`src/rtl/sprite_pkg.sv`:
```
// Shared definitions for the sprite pixel-address calculator.
//   - pattern_info / sprite_info field positions and typedefs
//   - datapath widths
//   - log2 helper for power-of-two tile sizes
package sprite_pkg;

    localparam int ADDR_W = 16;   // base address / output address width
    localparam int POS_W  = 10;   // raster and sprite position width
    localparam int FLD_W  = 16;   // width of every pattern_info field

    // pattern_info = {base_addr, tile_w, tile_h, disp_w, disp_h}
    localparam int BASE_MSB   = 79;
    localparam int BASE_LSB   = 64;
    localparam int TILE_W_MSB = 63;
    localparam int TILE_W_LSB = 48;
    localparam int TILE_H_MSB = 47;
    localparam int TILE_H_LSB = 32;
    localparam int DISP_W_MSB = 31;
    localparam int DISP_W_LSB = 16;
    localparam int DISP_H_MSB = 15;
    localparam int DISP_H_LSB = 0;

    // sprite_info = {visible, hflip, x, y, reserved}
    localparam int VIS_BIT  = 31;
    localparam int FLIP_BIT = 30;
    localparam int X_MSB    = 29;
    localparam int Y_MSB    = 19;

    typedef logic [79:0] pattern_info_t;
    typedef logic [31:0] sprite_info_t;

    // Index of the highest set bit. For a power-of-two tile size this is
    // log2(size), which turns the row multiply into a shift.
    function automatic logic [3:0] log2_pow2(input logic [FLD_W-1:0] v);
        log2_pow2 = '0;
        for (int i = 0; i < FLD_W; i++) begin
            if (v[i]) log2_pow2 = i[3:0];
        end
    endfunction

endpackage

```
`src/rtl/sprite_addr_cal_if.sv`:
```
// Raster/descriptor inputs and registered address outputs of one sprite
// address calculator.
//   master : drives pattern_info, sprite_info, hcount, vcount;
//            receives addr_output, valid
//   slave  : the calculator itself
interface sprite_addr_cal_if;
    import sprite_pkg::*;

    pattern_info_t      pattern_info;
    sprite_info_t       sprite_info;
    logic [POS_W-1:0]   hcount;
    logic [POS_W-1:0]   vcount;
    logic [ADDR_W-1:0]  addr_output;
    logic               valid;

    modport master (
        output pattern_info, sprite_info, hcount, vcount,
        input  addr_output, valid
    );

    modport slave (
        input  pattern_info, sprite_info, hcount, vcount,
        output addr_output, valid
    );

endinterface

```
`src/rtl/sprite_axis_map.sv`:
```
// One axis of the sprite hit test and tile-coordinate mapping.
//   pos        : raster coordinate on this axis
//   origin     : sprite origin on this axis
//   disp_len   : displayed extent (0 means nothing is displayed)
//   tile_len   : tile size, power of two 1..512
//   flip       : mirror the coordinate inside the tile
//   in_range   : origin <= pos < origin + disp_len (no wrap at 1024)
//   tile_coord : (pos - origin) mod tile_len, mirrored when flip=1
module sprite_axis_map
    import sprite_pkg::*;
(
    input  logic [POS_W-1:0]  pos,
    input  logic [POS_W-1:0]  origin,
    input  logic [FLD_W-1:0]  disp_len,
    input  logic [FLD_W-1:0]  tile_len,
    input  logic              flip,
    output logic              in_range,
    output logic [FLD_W-1:0]  tile_coord
);

    logic [16:0]      pos_ext;
    logic [16:0]      end_ext;
    logic [16:0]      delta;
    logic [FLD_W-1:0] tile_mask;
    logic [FLD_W-1:0] raw_coord;
    logic             unused_delta_msb;

    // 17-bit arithmetic: a sprite reaching past column 1023 must not wrap
    // its right edge back to the left side of the screen.
    assign pos_ext  = {7'b0, pos};
    assign end_ext  = {7'b0, origin} + {1'b0, disp_len};
    assign delta    = pos_ext - {7'b0, origin};
    assign in_range = (pos >= origin) && (pos_ext < end_ext);

    assign tile_mask        = tile_len - 16'd1;
    assign raw_coord        = delta[FLD_W-1:0] & tile_mask;
    assign unused_delta_msb = delta[16];

    // NOTE: assign a default first in every always_comb so no path leaves
    // the output unassigned, which would infer a latch.
    always_comb begin
        tile_coord = raw_coord;
        if (flip) tile_coord = tile_mask - raw_coord;
    end

endmodule

```
`src/rtl/sprite_addr_cal.sv`:
```
// Per-sprite pixel-address calculator. Tests whether the current raster
// pixel lies inside the visible, tiled sprite and, if so, produces the
// pixel-memory address of its colour index. One cycle latency.
//   clk   : system clock
//   reset : asynchronous, active-high
//   bus   : sprite_addr_cal_if.slave (descriptors, raster position,
//           registered addr_output / valid)
module sprite_addr_cal
    import sprite_pkg::*;
(
    input  logic               clk,
    input  logic               reset,
    sprite_addr_cal_if.slave   bus
);

    logic [ADDR_W-1:0] base_addr;
    logic [FLD_W-1:0]  tile_w;
    logic [FLD_W-1:0]  tile_h;
    logic [FLD_W-1:0]  disp_w;
    logic [FLD_W-1:0]  disp_h;
    logic              visible;
    logic              hflip;
    logic [POS_W-1:0]  spr_x;
    logic [POS_W-1:0]  spr_y;
    logic              unused_reserved;

    logic              h_hit;
    logic              v_hit;
    logic [FLD_W-1:0]  tx;
    logic [FLD_W-1:0]  ty;
    logic              hit;
    logic [3:0]        row_shift;
    logic [ADDR_W-1:0] addr;

    assign base_addr = bus.pattern_info[BASE_MSB:BASE_LSB];
    assign tile_w    = bus.pattern_info[TILE_W_MSB:TILE_W_LSB];
    assign tile_h    = bus.pattern_info[TILE_H_MSB:TILE_H_LSB];
    assign disp_w    = bus.pattern_info[DISP_W_MSB:DISP_W_LSB];
    assign disp_h    = bus.pattern_info[DISP_H_MSB:DISP_H_LSB];

    assign visible   = bus.sprite_info[VIS_BIT];
    assign hflip     = bus.sprite_info[FLIP_BIT];
    assign spr_x     = bus.sprite_info[X_MSB -: POS_W];
    assign spr_y     = bus.sprite_info[Y_MSB -: POS_W];
    assign unused_reserved = ^bus.sprite_info[Y_MSB-POS_W:0];

    sprite_axis_map u_h_axis (
        .pos        (bus.hcount),
        .origin     (spr_x),
        .disp_len   (disp_w),
        .tile_len   (tile_w),
        .flip       (hflip),
        .in_range   (h_hit),
        .tile_coord (tx)
    );

    // Vertical flip is not supported by the sprite format.
    sprite_axis_map u_v_axis (
        .pos        (bus.vcount),
        .origin     (spr_y),
        .disp_len   (disp_h),
        .tile_len   (tile_h),
        .flip       (1'b0),
        .in_range   (v_hit),
        .tile_coord (ty)
    );

    // Empty extents fall out naturally: disp_len=0 makes in_range false.
    assign hit       = visible & h_hit & v_hit;
    // tile_w is a power of two, so ty*tile_w is a shift by log2(tile_w).
    assign row_shift = log2_pow2(tile_w);
    assign addr      = base_addr + (ty << row_shift) + tx;

    // NOTE: sequential state uses non-blocking assignments so every register
    // samples pre-edge values regardless of statement order.
    always_ff @(posedge clk or posedge reset) begin
        if (reset) begin
            bus.valid       <= 1'b0;
            bus.addr_output <= '0;
        end else if (hit) begin
            bus.valid       <= 1'b1;
            bus.addr_output <= addr;
        end else begin
            bus.valid       <= 1'b0;
            bus.addr_output <= '0;
        end
    end

endmodule

```
`src/flat_wrapper.sv`:
```
// flat-port wrapper written by rule: the top's interface ports become plain ports
module sprite_addr_cal_flat import sprite_pkg::*;
  (clk, reset, bus_pattern_info, bus_sprite_info, bus_hcount, bus_vcount, bus_addr_output, bus_valid);
  sprite_addr_cal_if bus_i ();
  input  logic clk;
  input  logic reset;
  input wire logic [$bits(bus_i.pattern_info)-1:0] bus_pattern_info;
  input wire logic [$bits(bus_i.sprite_info)-1:0] bus_sprite_info;
  input wire logic [$bits(bus_i.hcount)-1:0] bus_hcount;
  input wire logic [$bits(bus_i.vcount)-1:0] bus_vcount;
  output wire logic [$bits(bus_i.addr_output)-1:0] bus_addr_output;
  output wire logic [$bits(bus_i.valid)-1:0] bus_valid;
  assign bus_i.pattern_info = bus_pattern_info;
  assign bus_i.sprite_info = bus_sprite_info;
  assign bus_i.hcount = bus_hcount;
  assign bus_i.vcount = bus_vcount;
  assign bus_addr_output = bus_i.addr_output;
  assign bus_valid = bus_i.valid;
  sprite_addr_cal u_core (.clk(clk), .reset(reset), .bus(bus_i));
endmodule
```
`config.mk`:
```
export PLATFORM = sky130hd
export DESIGN_NAME = sprite_addr_cal_flat
export DESIGN_NICKNAME = d
export VERILOG_FILES = /design/src/rtl/sprite_pkg.sv /design/src/rtl/sprite_addr_cal_if.sv /design/src/rtl/sprite_axis_map.sv /design/src/rtl/sprite_addr_cal.sv /design/src/flat_wrapper.sv
export SDC_FILE = /design/constraint.sdc
export NUM_CORES = 1
export LEC_CHECK = 0
export ABC_AREA = 1
export BUFFER_PORTS_ARGS = -buffer_cell sky130_fd_sc_hd__clkbuf_2
export CAP_MARGIN = 40
export CORE_ASPECT_RATIO = 1.4
export CORE_MARGIN = 10
export CORE_UTILIZATION = 56
export DETAILED_ROUTE_END_ITERATION = 10
export PLACE_DENSITY = 0.84
export SYNTH_ARGS = -nofsm -noshare
export SYNTH_HDL_FRONTEND = slang
export SYNTH_SLANG_ARGS = --single-unit
```
`constraint.sdc`:
```
create_clock -name clk -period 0.8 [get_ports clk]
set_clock_uncertainty 0.1 [all_clocks]
set_input_delay 0.08 -clock clk [delete_from_list [all_inputs] [get_ports clk]]
set_output_delay 0.08 -clock clk [all_outputs]
set_load 0.01 [all_outputs]
```
==> impl_metrics.ini, run 1 <==
[floorplanning]
start_util_pct = 57.38
die_height_um = 139.2
die_w_um = 105.1
ios = 151
fp-row-count = 43

[clock_tree]
cts_buffers = 3
cts.sinks = 17
cts_max_path_buffers = 2
cts_max_level = 1
root_buffer = clkbuf_16

[placement]
post-dp-hpwl_mm = 18.93
io_buffers = 140
dpl_cell_area_um2 = 8567
gp_congestion = 0.9312
place_ws_ns = -3.816

[synth]
ys.flop_type = dfrtp_1
synth-xor-area-share_pct = 8.767
ys_types = 55
synthesis.nets = 1128
synth-seq-cells = 17
synthesis.area_um2 = 5680
seq_area_frac_synth_pct = 7.489
ys_warn_count = 0
avgSynthCellArea_um2 = 6.319
synth-compound-area-share_pct = 15.51
synth_top_family_by_area = simple AND/OR/NAND/NOR gates
synth_mux_area_share_pct = 0.5947
synthSimpleGateAreaFrac_pct = 32.80
netlist_instances = 899
synth_fa_ha_area_share_pct = 23.57
async_flop_share_pct = 100.0
synth_enable_flop_cells = 0

[status]
failing_step = 5_1_grt
firstError = [ERROR GRT-0116] Global routing finished with congestion. Check the congestion regions in the DRC Viewer.
status = stopped before the end

[global_routing]
grt_overflow_total = 2
grt_pass1_wl_mm = 63.18
grt_usage_pct = 55.80
grt_start_max_net_pins = 18
grt_pass1_vias = 11237
-- layer usage --
metal / GRT usage [%] / overflow
met3: 38.93 / 0
met5: 16.73 / 0
met4: 56.74 / 0
met1: 50.00 / 0
met2: 77.96 / 2
-- kinds of logic after synthesis --
kind of cell,after synthesis
other cells,1
xor+xnor,56
buf+inv,161
flops,17
simple gates,418
fa+ha+maj,95
mux,3
compound gates,148
-- synthesized netlist by cell type (2+ instances only) --
library cell	count	area share, %
ha_1	75	17
a21oi_2	3	0.46
clkbuf_1	6	0.40
nand3_1	75	6.6
nand4_1	10	1.1
a21oi_1	66	5.8
o2111ai_1	2	0.31
nor4_1	2	0.22
nor2_1	73	4.8
o221ai_1	3	0.46
o21ai_1	3	0.26
nor2_4	4	0.79
dfrtp_1	17	7.5
inv_1	145	9.6
o21bai_1	5	0.66
o211ai_2	2	0.44
inv_2	3	0.20
nor2_2	10	1.1
o211ai_1	7	0.93
xor2_1	36	5.6
a31oi_1	2	0.22
nor3_2	4	0.70
nand2_1	213	14
o21bai_2	3	0.59
o31ai_1	2	0.26
a21o_1	2	0.26
xnor2_1	19	2.9
buf_2	2	0.18
mux2_2	3	0.59
nand2_2	6	0.66
a211oi_1	3	0.40
fa_1	20	7.0
nand3b_1	5	0.66
nor3_1	8	0.70
o21ai_2	2	0.31
o21ai_0	39	3.4
-- stage by stage --
| stage | utilization, % | TNS (ns) | cells |
|---|---|---|---|
| after floorplan | - | -39.49 | 899 |
| after global placement | 86.54 | -49.90 | 1400 |
| after detailed placement | 86.54 | -52.87 | 1400 |
| after CTS | 95.61 | -53.12 | 1448 |
-- what timing repair did --
action	CTS
setup endpoints to repair	34
setup buffers	48
cloned	1
hold buffers	1
gates resized for setup	116
hold endpoints to repair	17
pin swaps	70
==> run 2, diff against run 1 <==
--- a/config.mk
+++ b/config.mk
@@ -8,11 +8,10 @@
 export ABC_AREA = 1
 export BUFFER_PORTS_ARGS = -buffer_cell sky130_fd_sc_hd__clkbuf_2
 export CAP_MARGIN = 40
-export CORE_ASPECT_RATIO = 1.4
 export CORE_MARGIN = 10
-export CORE_UTILIZATION = 56
+export CORE_UTILIZATION = 40
 export DETAILED_ROUTE_END_ITERATION = 10
-export PLACE_DENSITY = 0.84
+export PLACE_DENSITY_LB_ADDON = 0.15
 export SYNTH_ARGS = -nofsm -noshare
 export SYNTH_HDL_FRONTEND = slang
 export SYNTH_SLANG_ARGS = --single-unit
==> run 2 against run 1 <==
  * The flow now finishes, with violations (setup timing)
  * Synthesized cell count unchanged
  * Area after synthesis unchanged
==> impl_metrics.ini, run 2 <==
[power_and_ir_drop]
p_sw_mw = 4.652
netSwitchingFraction_pct = 43.34
power_density_nw_per_um2 = 1100
seqPwrFrac_pct = 8.7
vdd_drop_max_mv = 0.9391
pwr-share-clk_pct = 9.0
power.total_mw = 10.73
combPwrFrac_pct = 82.2
p_int_mw = 6.081
p_leak_nw = 5.164

[route]
ant_nets = 0
drc = 0
wl_met3_mm = 1.073
vias_per_cell = 4.783
route.met2.wl_mm = 9.253
routedWlPerCell_um = 12.59
wl_met1_mm = 8.211
wl_mm = 18.70
drtIter0Drc = 341
highest_layer = met5
drtPass1Iterations = 5
via_count = 7107

[floorplanning]
core_um2 = 13880
fp-row-count = 43
die_w_um = 139.2
start_util_pct = 40.92
dieArea_um2 = 19370
ios = 151
die_height_um = 139.2

[setup_path]
worstSetupPathType = in -> reg
startpoint_type = input pin
crit_path_frequent_cell = nand2_2
cp-end-kind = register
cpPeakStageDelay_ns = 0.50
cp_max_fo = 2
worstPathArrival_ns = 4.16
worstPathRequired_ns = 0.83
crit_slowest_cell = fa_2

[synth]
avgSynthCellArea_um2 = 6.319
ys.flop_type = dfrtp_1
synthesis.area_um2 = 5680
synth-seq-cells = 17
synthesis.nets = 1128
ys_warn_count = 0
seq_area_frac_synth_pct = 7.489
async_flop_share_pct = 100.0
netlist_instances = 899
synth_area_leader_cell = ha_1
synth_enable_flop_cells = 0
synth_top_area_share_pct = 16.52
yosysMostFrequentCell = nand2_1
ys_types = 55
synth_commonest_cells = nand2_1, inv_1, ha_1, nand3_1, nor2_1
synth_area_leaders = ha_1, nand2_1, inv_1, dfrtp_1, fa_1

[clock_tree]
cts_max_level = 1
root_buffer = clkbuf_16
cts_buffers = 3
cts.clk_slew.worst_paths_ns = 0.05
tritoncts = done
cts_max_path_buffers = 2
cts.sinks = 17

[finish]
regMostFlops = u_core.bus.addr_output
layout.cells.non_filler = 1486
final_common_cell = buf_4
fin_util_pct = 70.31
largest_reg_flops = 16
filler_cell_count = 1217
syn_to_final_growth_pct = 71.81
antenna_cells = 0
final_area_um2 = 9759
nets = 1536
top_regs = u_core.bus.addr_output (16), u_core.bus.valid (1)
drive_gt1_share_pct = 48.16
mostFrequentLayoutCells = buf_4, nand2_1, inv_1, clkbuf_2, nand3_1

[sta]
setup_ws_ns = -3.327
final.min_clock_period_ns = 4.127
fin_crit_sh_pct = 515.9
hold_violations = 0
max_freq_mhz = 242.3
whs_ns = 0.1999
maxSlewViolCount = 0
rsz0062_at_grt = true
setup_violations = 34

[worst_hold_path]
whs_endpoint = u_core.bus.addr_output[0]$_DFF_PP0_
hold_class = in -> reg
min_path_cells = 4
min_from = bus_pattern_info[64]

[placement]
io_buffers = 140
dp.cells = 1453
gp_congestion = 0.8947
post-dp-hpwl_mm = 15.56
dpl_cell_area_um2 = 8683

[status]
status = finished with violations
violations = setup timing

[global_routing]
antenna_found_initial = 2
grt_pass1_wl_mm = 30.70
grt_pass1_vias = 7132
grt_usage_pct = 17.85
grt_start_max_net_pins = 18
grt_overflow_total = 0

[flow_run]
drv_cap = 0
## run 2: cell counts after synthesis
No cell type changed its count.
## run 2: cell type report
cell class / count / area (um^2) / area share (%)
flip-flops and latches: 17 / 425.4 / 4.359
repair buffers: 413 / 2902 / 29.73
multi-input cells: 721 / 5534 / 56.71
clock inverters: 1 / 5.005 / 0.05128
clock buffers: 3 / 75.07 / 0.7692
repair inverters: 1 / 5.005 / 0.05128
well taps: 180 / 225.2 / 2.308
inverters: 150 / 588.1 / 6.026
## run 2: cells by family (layout without fill, tap and decap cells)
logic type | Yosys count | after routing | share of synthesized area [%]
simple gates | 418 | 418 | 32.80
buf+inv | 161 | 568 | 11.21
compound gates | 148 | 148 | 15.51
fa+ha+maj | 95 | 95 | 23.57
xor+xnor | 56 | 56 | 8.767
flops | 17 | 17 | 7.489
mux | 3 | 3 | 0.5947
other cells | 1 | 1 | 0.06602
## run 2: power by group through the flow
stage	Combinational (mW)	Clock (mW)	Sequential (mW)
5_1_grt	9.76	1.03	0.941
6_report	8.83	0.971	0.936
3_3_place_gp	7.02	0	0.945
2_1_floorplan	4.24	0	0.981
4_1_cts	7.93	0.979	0.937
3_5_place_dp	7.16	0	0.949
## run 2: worst max path at each step
stage	start	endpoint	slack, ns
floorplan	bus_vcount[0]	u_core.bus.addr_output[13]$_DFF_PP0_	-3.10
global placement	bus_vcount[0]	u_core.bus.addr_output[13]$_DFF_PP0_	-3.58
detailed placement	bus_vcount[0]	u_core.bus.addr_output[13]$_DFF_PP0_	-3.64
CTS	bus_vcount[0]	u_core.bus.addr_output[13]$_DFF_PP0_	-3.19
global route	bus_pattern_info[50]	u_core.bus.addr_output[13]$_DFF_PP0_	-3.62
finish	bus_vcount[0]	u_core.bus.addr_output[13]$_DFF_PP0_	-3.33
## run 2: what timing repair did
item                       4_1_cts  5_1_grt
pin swaps                       76       85
setup endpoints to repair       34       34
setup buffers                   19       12
gates cloned                     0        1
resized for setup               70      112
hold endpoints to repair        17        0
hold buffers                     1        0
## run 2: worst max-delay path: cells and delay by family
family	cells	cell delay (ns)
AOI/OAI and AO/OA	5	0.73
xor gates and xnor gates	1	0.19
adders and majority gates	5	1.67
buffers and inverters	4	0.27
and+or+nand+nor	15	1.22
## run 2: through the flow
| stage | worst slack (ns) | setup TNS, ns |
|---|---|---|
| 6_report | -3.327 | -46.73 |
| 5_1_grt | -3.619 | -50.75 |
| 4_1_cts | -3.186 | -46.68 |
| 3_5_place_dp | -3.641 | -50.76 |
| 3_3_place_gp | -3.577 | -50.04 |
| 2_1_floorplan | -3.101 | -39.49 |
## run 2: per-layer routing
metal,GRT usage [%],vias up
met5,0,-
met4,2.197,2
met3,3.527,16
met2,31.73,148
met1,22.18,3183
li1,-,3758
Power figures use the tool's default switching activity.
==> run 3, diff against run 2 <==
--- a/config.mk
+++ b/config.mk
@@ -12,6 +12,7 @@
 export CORE_UTILIZATION = 40
 export DETAILED_ROUTE_END_ITERATION = 10
 export PLACE_DENSITY_LB_ADDON = 0.15
+export REMOVE_ABC_BUFFERS = 1
 export SYNTH_ARGS = -nofsm -noshare
 export SYNTH_HDL_FRONTEND = slang
 export SYNTH_SLANG_ARGS = --single-unit
==> run 3 against run 2 <==
  * The run still ends with setup timing left
  * Hold slack lost 0.014 ns
  * Worst setup slack lost 0.011 ns
  * Sequential share of layout area decreased by 0.075 points
  * Combinational power is 4.8% higher
  * Total power increased by 4.2%
  * Largest power group unchanged
==> impl_metrics.ini, run 3 (synthesis gave the netlist of run 2 again) <==
[setup_path]
cp-end-kind = register
cpPeakStageDelay_ns = 0.56
startpoint_type = input pin
worstPathArrival_ns = 4.17
worstSetupPathType = in -> reg
crit_path_frequent_cell = nand2_2
worstPathRequired_ns = 0.83
cp_max_fo = 2
crit_slowest_cell = fa_2

[status]
violations = setup timing
status = finished with violations

[global_routing]
grt_overflow_total = 0
grt_usage_pct = 17.09
antenna_found_initial = 2
grt_pass1_vias = 6808
grt_pass1_wl_mm = 29.20
grt_start_max_net_pins = 18

[sta]
setup_ws_ns = -3.339
worstMarginPinSlew_ns = 0.5050
rsz0062_at_grt = true
hold_violations = 0
setup_violations = 34
final.min_clock_period_ns = 4.139
max_freq_mhz = 241.6
worst_slew_margin_rel_pct = 66.21
maxSlewViolCount = 0
whs_ns = 0.1863
fin_crit_sh_pct = 517.3

[power_and_ir_drop]
power.total_mw = 11.19
p_sw_mw = 4.901
netSwitchingFraction_pct = 43.81
combPwrFrac_pct = 82.7
p_leak_nw = 5.264
p_int_mw = 6.285
pwr-share-clk_pct = 9.0
seqPwrFrac_pct = 8.4
vdd_drop_max_mv = 0.6321
power_density_nw_per_um2 = 1127

[route]
drtIter0Drc = 295
via_count = 7141
routedWlPerCell_um = 12.71
vias_per_cell = 4.748
drtPass1Iterations = 4
wl_mm = 19.11
drc = 0
ant_nets = 0

[finish]
largest_reg_flops = 16
mostFrequentLayoutCells = buf_4, nand2_1, clkbuf_2, inv_1, nand3_1
syn_to_final_growth_pct = 74.80
top_regs = u_core.bus.addr_output (16), u_core.bus.valid (1)
regMostFlops = u_core.bus.addr_output
antenna_cells = 0
final_common_cell = buf_4
drive_gt1_share_pct = 50.53
nets = 1554
filler_cell_count = 1131

[floorplanning]
dieArea_um2 = 19370
core_um2 = 13880
start_util_pct = 40.92
ios = 151
die_w_um = 139.2
fp-row-count = 43
die_height_um = 139.2

[worst_hold_path]
hold_class = in -> reg
min_from = bus_pattern_info[64]
whs_endpoint = u_core.bus.addr_output[0]$_DFF_PP0_
min_path_cells = 4

[placement]
post-dp-hpwl_mm = 15.03
gp_congestion = 0.8861
io_buffers = 140

[clock_tree]
root_buffer = clkbuf_16
cts.sinks = 17
tritoncts = done
cts.clk_slew.worst_paths_ns = 0.05
cts_buffers = 3
cts_max_path_buffers = 2
cts_max_level = 1

[flow_run]
drv_cap = 0
run 3: cell types whose count changed in the layout (fill, tap and decap cells not counted), moves of 6 or more:
cell	before	now
nand2_2	42	48
inv_1	134	126
a21oi_2	30	16
inv_2	12	18
o21ai_1	13	7
nand2_1	171	160
a21oi_1	34	46
buf_4	254	266
run 3: layout make-up:
class	instances	area (um^2)	share of cell area (%)
clock buffers	4	78.83	0.7939
inverters	150	585.6	5.897
multi-input cells	721	5587	56.26
flip-flops and latches	17	425.4	4.284
well taps	180	225.2	2.268
repair buffers	431	3022	30.43
repair inverters	1	6.256	0.06300
run 3: power groups by stage:
stage / clock network, mW / logic (mW) / registers, mW
CTS: 0.994 / 7.58 / 0.937
global route: 1.05 / 10.1 / 0.940
global placement: 0 / 6.57 / 0.945
detailed placement: 0 / 6.66 / 0.951
floorplan: 0 / 3.71 / 0.981
finish: 1.00 / 9.25 / 0.935
run 3: how the worst max path moves through the flow:
stage,from,to,slack (ns),cells past startpoint
final,bus_vcount[0],u_core.bus.addr_output[13]$_DFF_PP0_,-3.34,31
after detailed placement,bus_vcount[0],u_core.bus.addr_output[13]$_DFF_PP0_,-3.90,31
after global routing,bus_vcount[0],u_core.bus.addr_output[13]$_DFF_PP0_,-3.57,31
after floorplan,bus_vcount[0],u_core.bus.addr_output[13]$_DFF_PP0_,-3.36,30
after global placement,bus_vcount[0],u_core.bus.addr_output[11]$_DFF_PP0_,-3.74,31
after CTS,bus_vcount[0],u_core.bus.addr_output[13]$_DFF_PP0_,-3.30,31
run 3: per-stage QoR:
step                setup slack (ns)  std cells  util [%]  TNS (ns)  cell area (um^2)
finish                        -3.339       1504     71.53    -47.59              9930
global route                  -3.568       1504     71.53    -50.91              9930
CTS                           -3.305       1501     65.50    -48.60              9092
detailed placement            -3.900       1457     60.55    -54.17              8404
global placement              -3.741       1457     60.55    -52.50              8404
floorplan                     -3.359        888         -    -43.54              5609
run 3: worst max-delay path, delay by kind of cell:
kind                     cells  cell delay [ns]
AO/OA/AOI/OAI                5             0.70
XOR/XNOR                     1             0.20
adder cells (fa/ha/maj)      5             1.62
buffers and inverters        5             0.34
AND/OR/NAND/NOR             15             1.23
run 3: what timing repair did:
item                       4_1_cts  5_1_grt
buffers inserted                39       25
hold buffers                     1        0
resized for setup               77      200
setup endpoints to repair       34       34
cloned                           1        0
pin swaps                       76      119
hold endpoints to repair        17        0
run 3: routing by layer:
| metal | GRT usage [%] | vias to the layer above | wire length, um |
|---|---|---|---|
| met5 | 0 | - | 23 |
| met4 | 2.252 | 4 | 196 |
| met3 | 3.596 | 25 | 1090 |
| met2 | 30.18 | 165 | 9476 |
| met1 | 21.23 | 3156 | 8327 |
| li1 | - | 3791 | - |
==> run 4, diff against run 3 <==
--- a/config.mk
+++ b/config.mk
@@ -10,6 +10,7 @@
 export CAP_MARGIN = 40
 export CORE_MARGIN = 10
 export CORE_UTILIZATION = 40
+export CTS_BUF_LIST = sky130_fd_sc_hd__clkbuf_8
 export DETAILED_ROUTE_END_ITERATION = 10
 export PLACE_DENSITY_LB_ADDON = 0.15
 export REMOVE_ABC_BUFFERS = 1
==> run 4 against run 3 <==
  * The run still ends with setup timing left
  * Fmax shrank 1.6%
  * Die area is the same
  * Utilization shrank 0.48 points
  * Highest routed layer unchanged
  * Sequential share of layout area is essentially flat
  * Combinational power shrank 1%
  * Critical path type unchanged
  * Via count shrank 0.60%
  * Critical endpoint unchanged
  * Worst setup slack lost 0.068 ns
  * Non-clock buffer count shrank 5
==> impl_metrics.ini, run 4 (synthesis gave the netlist of run 2 again) <==
[status]
status = finished with violations
violations = setup timing

[finish]
antenna_cells = 0
layout.cells.non_filler = 1499
filler_cell_count = 1155
regMostFlops = u_core.bus.addr_output
largest_reg_flops = 16
top_regs = u_core.bus.addr_output (16), u_core.bus.valid (1)
nets = 1549
drive_gt1_share_pct = 49.43
syn_to_final_growth_pct = 73.63
seqCellArea_um2 = 425.4
final_common_cell = buf_4
mostFrequentLayoutCells = buf_4, nand2_1, clkbuf_2, inv_1, nand3_1
multiInputGateArea_um2 = 5574
final_area_um2 = 9863

[setup_path]
worstPathArrival_ns = 4.25
worstSetupPathType = in -> reg
cp_max_fo = 2
cp-end-kind = register
startpoint_type = input pin
crit_slowest_cell = fa_2
crit_path_frequent_cell = nand2_2
worstPathRequired_ns = 0.85
cpPeakStageDelay_ns = 0.52

[power_and_ir_drop]
vdd_drop_max_mv = 0.5320
seqPwrFrac_pct = 8.7
p_leak_nw = 5.223
p_int_mw = 5.932
p_sw_mw = 4.758
power_density_nw_per_um2 = 1084
pwr-share-clk_pct = 5.8
netSwitchingFraction_pct = 44.51
combPwrFrac_pct = 85.4

[route]
ant_nets = 0
wl_mm = 18.84
drc = 0
drtPass1Iterations = 5
vias_per_cell = 4.735
via_count = 7098
routedWlPerCell_um = 12.57
drtIter0Drc = 339

[floorplanning]
dieArea_um2 = 19370
ios = 151
core_um2 = 13880
die_height_um = 139.2
fp-row-count = 43
start_util_pct = 40.92
die_w_um = 139.2

[sta]
setup_ws_ns = -3.407
rsz0062_at_grt = true
fin_crit_sh_pct = 525.9
setup_violations = 34
maxSlewViolCount = 0
final.min_clock_period_ns = 4.207
hold_violations = 0
max_freq_mhz = 237.7

[clock_tree]
cts_max_level = 1
tritoncts = done
cts_buffers = 3
root_buffer = clkbuf_8
cts.clk_slew.worst_paths_ns = 0.06
cts_max_path_buffers = 2
cts.sinks = 17

[worst_hold_path]
hold_class = in -> reg

[global_routing]
grt_pass1_vias = 6751
grt_pass1_wl_mm = 29.00
grt_overflow_total = 0
antenna_found_initial = 2
grt_usage_pct = 16.99
grt_start_max_net_pins = 18

[placement]
post-dp-hpwl_mm = 15.03
dpl_cell_area_um2 = 8404
io_buffers = 140
dp.cells = 1457
gp_congestion = 0.8861

[flow_run]
drv_cap = 0
run 4: cell count changes in the layout (fill, tap and decap cells not counted), sizes merged:
cell,delta
inv,+1
buf,-4
clkbuf,-2
run 4: layout make-up:
| cell class | instances | area share [%] |
|---|---|---|
| inverters | 150 | 5.911 |
| multi-input cells | 721 | 56.51 |
| clock buffers | 3 | 0.4186 |
| well taps | 180 | 2.283 |
| repair buffers | 426 | 30.43 |
| clock inverters | 1 | 0.03806 |
| flip-flops and latches | 17 | 4.313 |
| repair inverters | 1 | 0.08880 |
run 4: per-stage QoR:
step	setup WS (ns)	setup TNS, ns	hold WS, ns	util [%]	total power, mW
floorplan	-3.359	-43.54	-0.09393	-	4.686
global placement	-3.741	-52.50	-0.02984	60.55	7.518
detailed placement	-3.900	-54.17	-0.02066	60.55	7.611
CTS	-3.259	-48.42	0.1712	65.12	9.097
global route	-3.684	-51.21	0.2270	71.06	11.65
finish	-3.407	-47.48	0.1891	71.06	10.69
run 4: power groups by stage:
stage / clock (mW) / sequential [mW] / combinational (mW)
after global placement: 0 / 0.945 / 6.57
after CTS: 0.629 / 0.935 / 7.53
after global routing: 0.676 / 0.938 / 10.0
final: 0.623 / 0.933 / 9.13
after detailed placement: 0 / 0.951 / 6.66
after floorplan: 0 / 0.981 / 3.71
run 4: critical path, delay by kind of cell:
kind,cells,cell delay [ns]
AO/OA/AOI/OAI,5,0.77
XOR/XNOR,1,0.20
adder cells (fa/ha/maj),5,1.64
buffers and inverters,4,0.22
AND/OR/NAND/NOR,15,1.31
run 4: path summary, 6_finish.rpt:
path | endpoint | start | slack (ns) | depth (start not counted)
min in group asynchronous | u_core.bus.addr_output[0]$_DFF_PP0_ | reset | 0.26 | 4
hold / removal | u_core.bus.addr_output[0]$_DFF_PP0_ | bus_pattern_info[64] | 0.19 | 4
setup / recovery | u_core.bus.addr_output[13]$_DFF_PP0_ | bus_vcount[0] | -3.41 | 30
max in group asynchronous | u_core.bus.addr_output[7]$_DFF_PP0_ | reset | 0.16 | 4
run 4: layer usage:
layer	global-route usage [%]	share of wire, %
met1	21.09	44
met2	30.03	49
met3	3.493	5.2
met4	2.361	1.0
met5	0	0.12
run 4: what timing repair did:
item,4_1_cts,5_1_grt
setup buffers,38,22
cloned,1,0
endpoints found under the hold margin,17,0
hold buffers,1,0
gates resized for setup,72,194
pin swaps,65,107
setup endpoints to repair,34,34
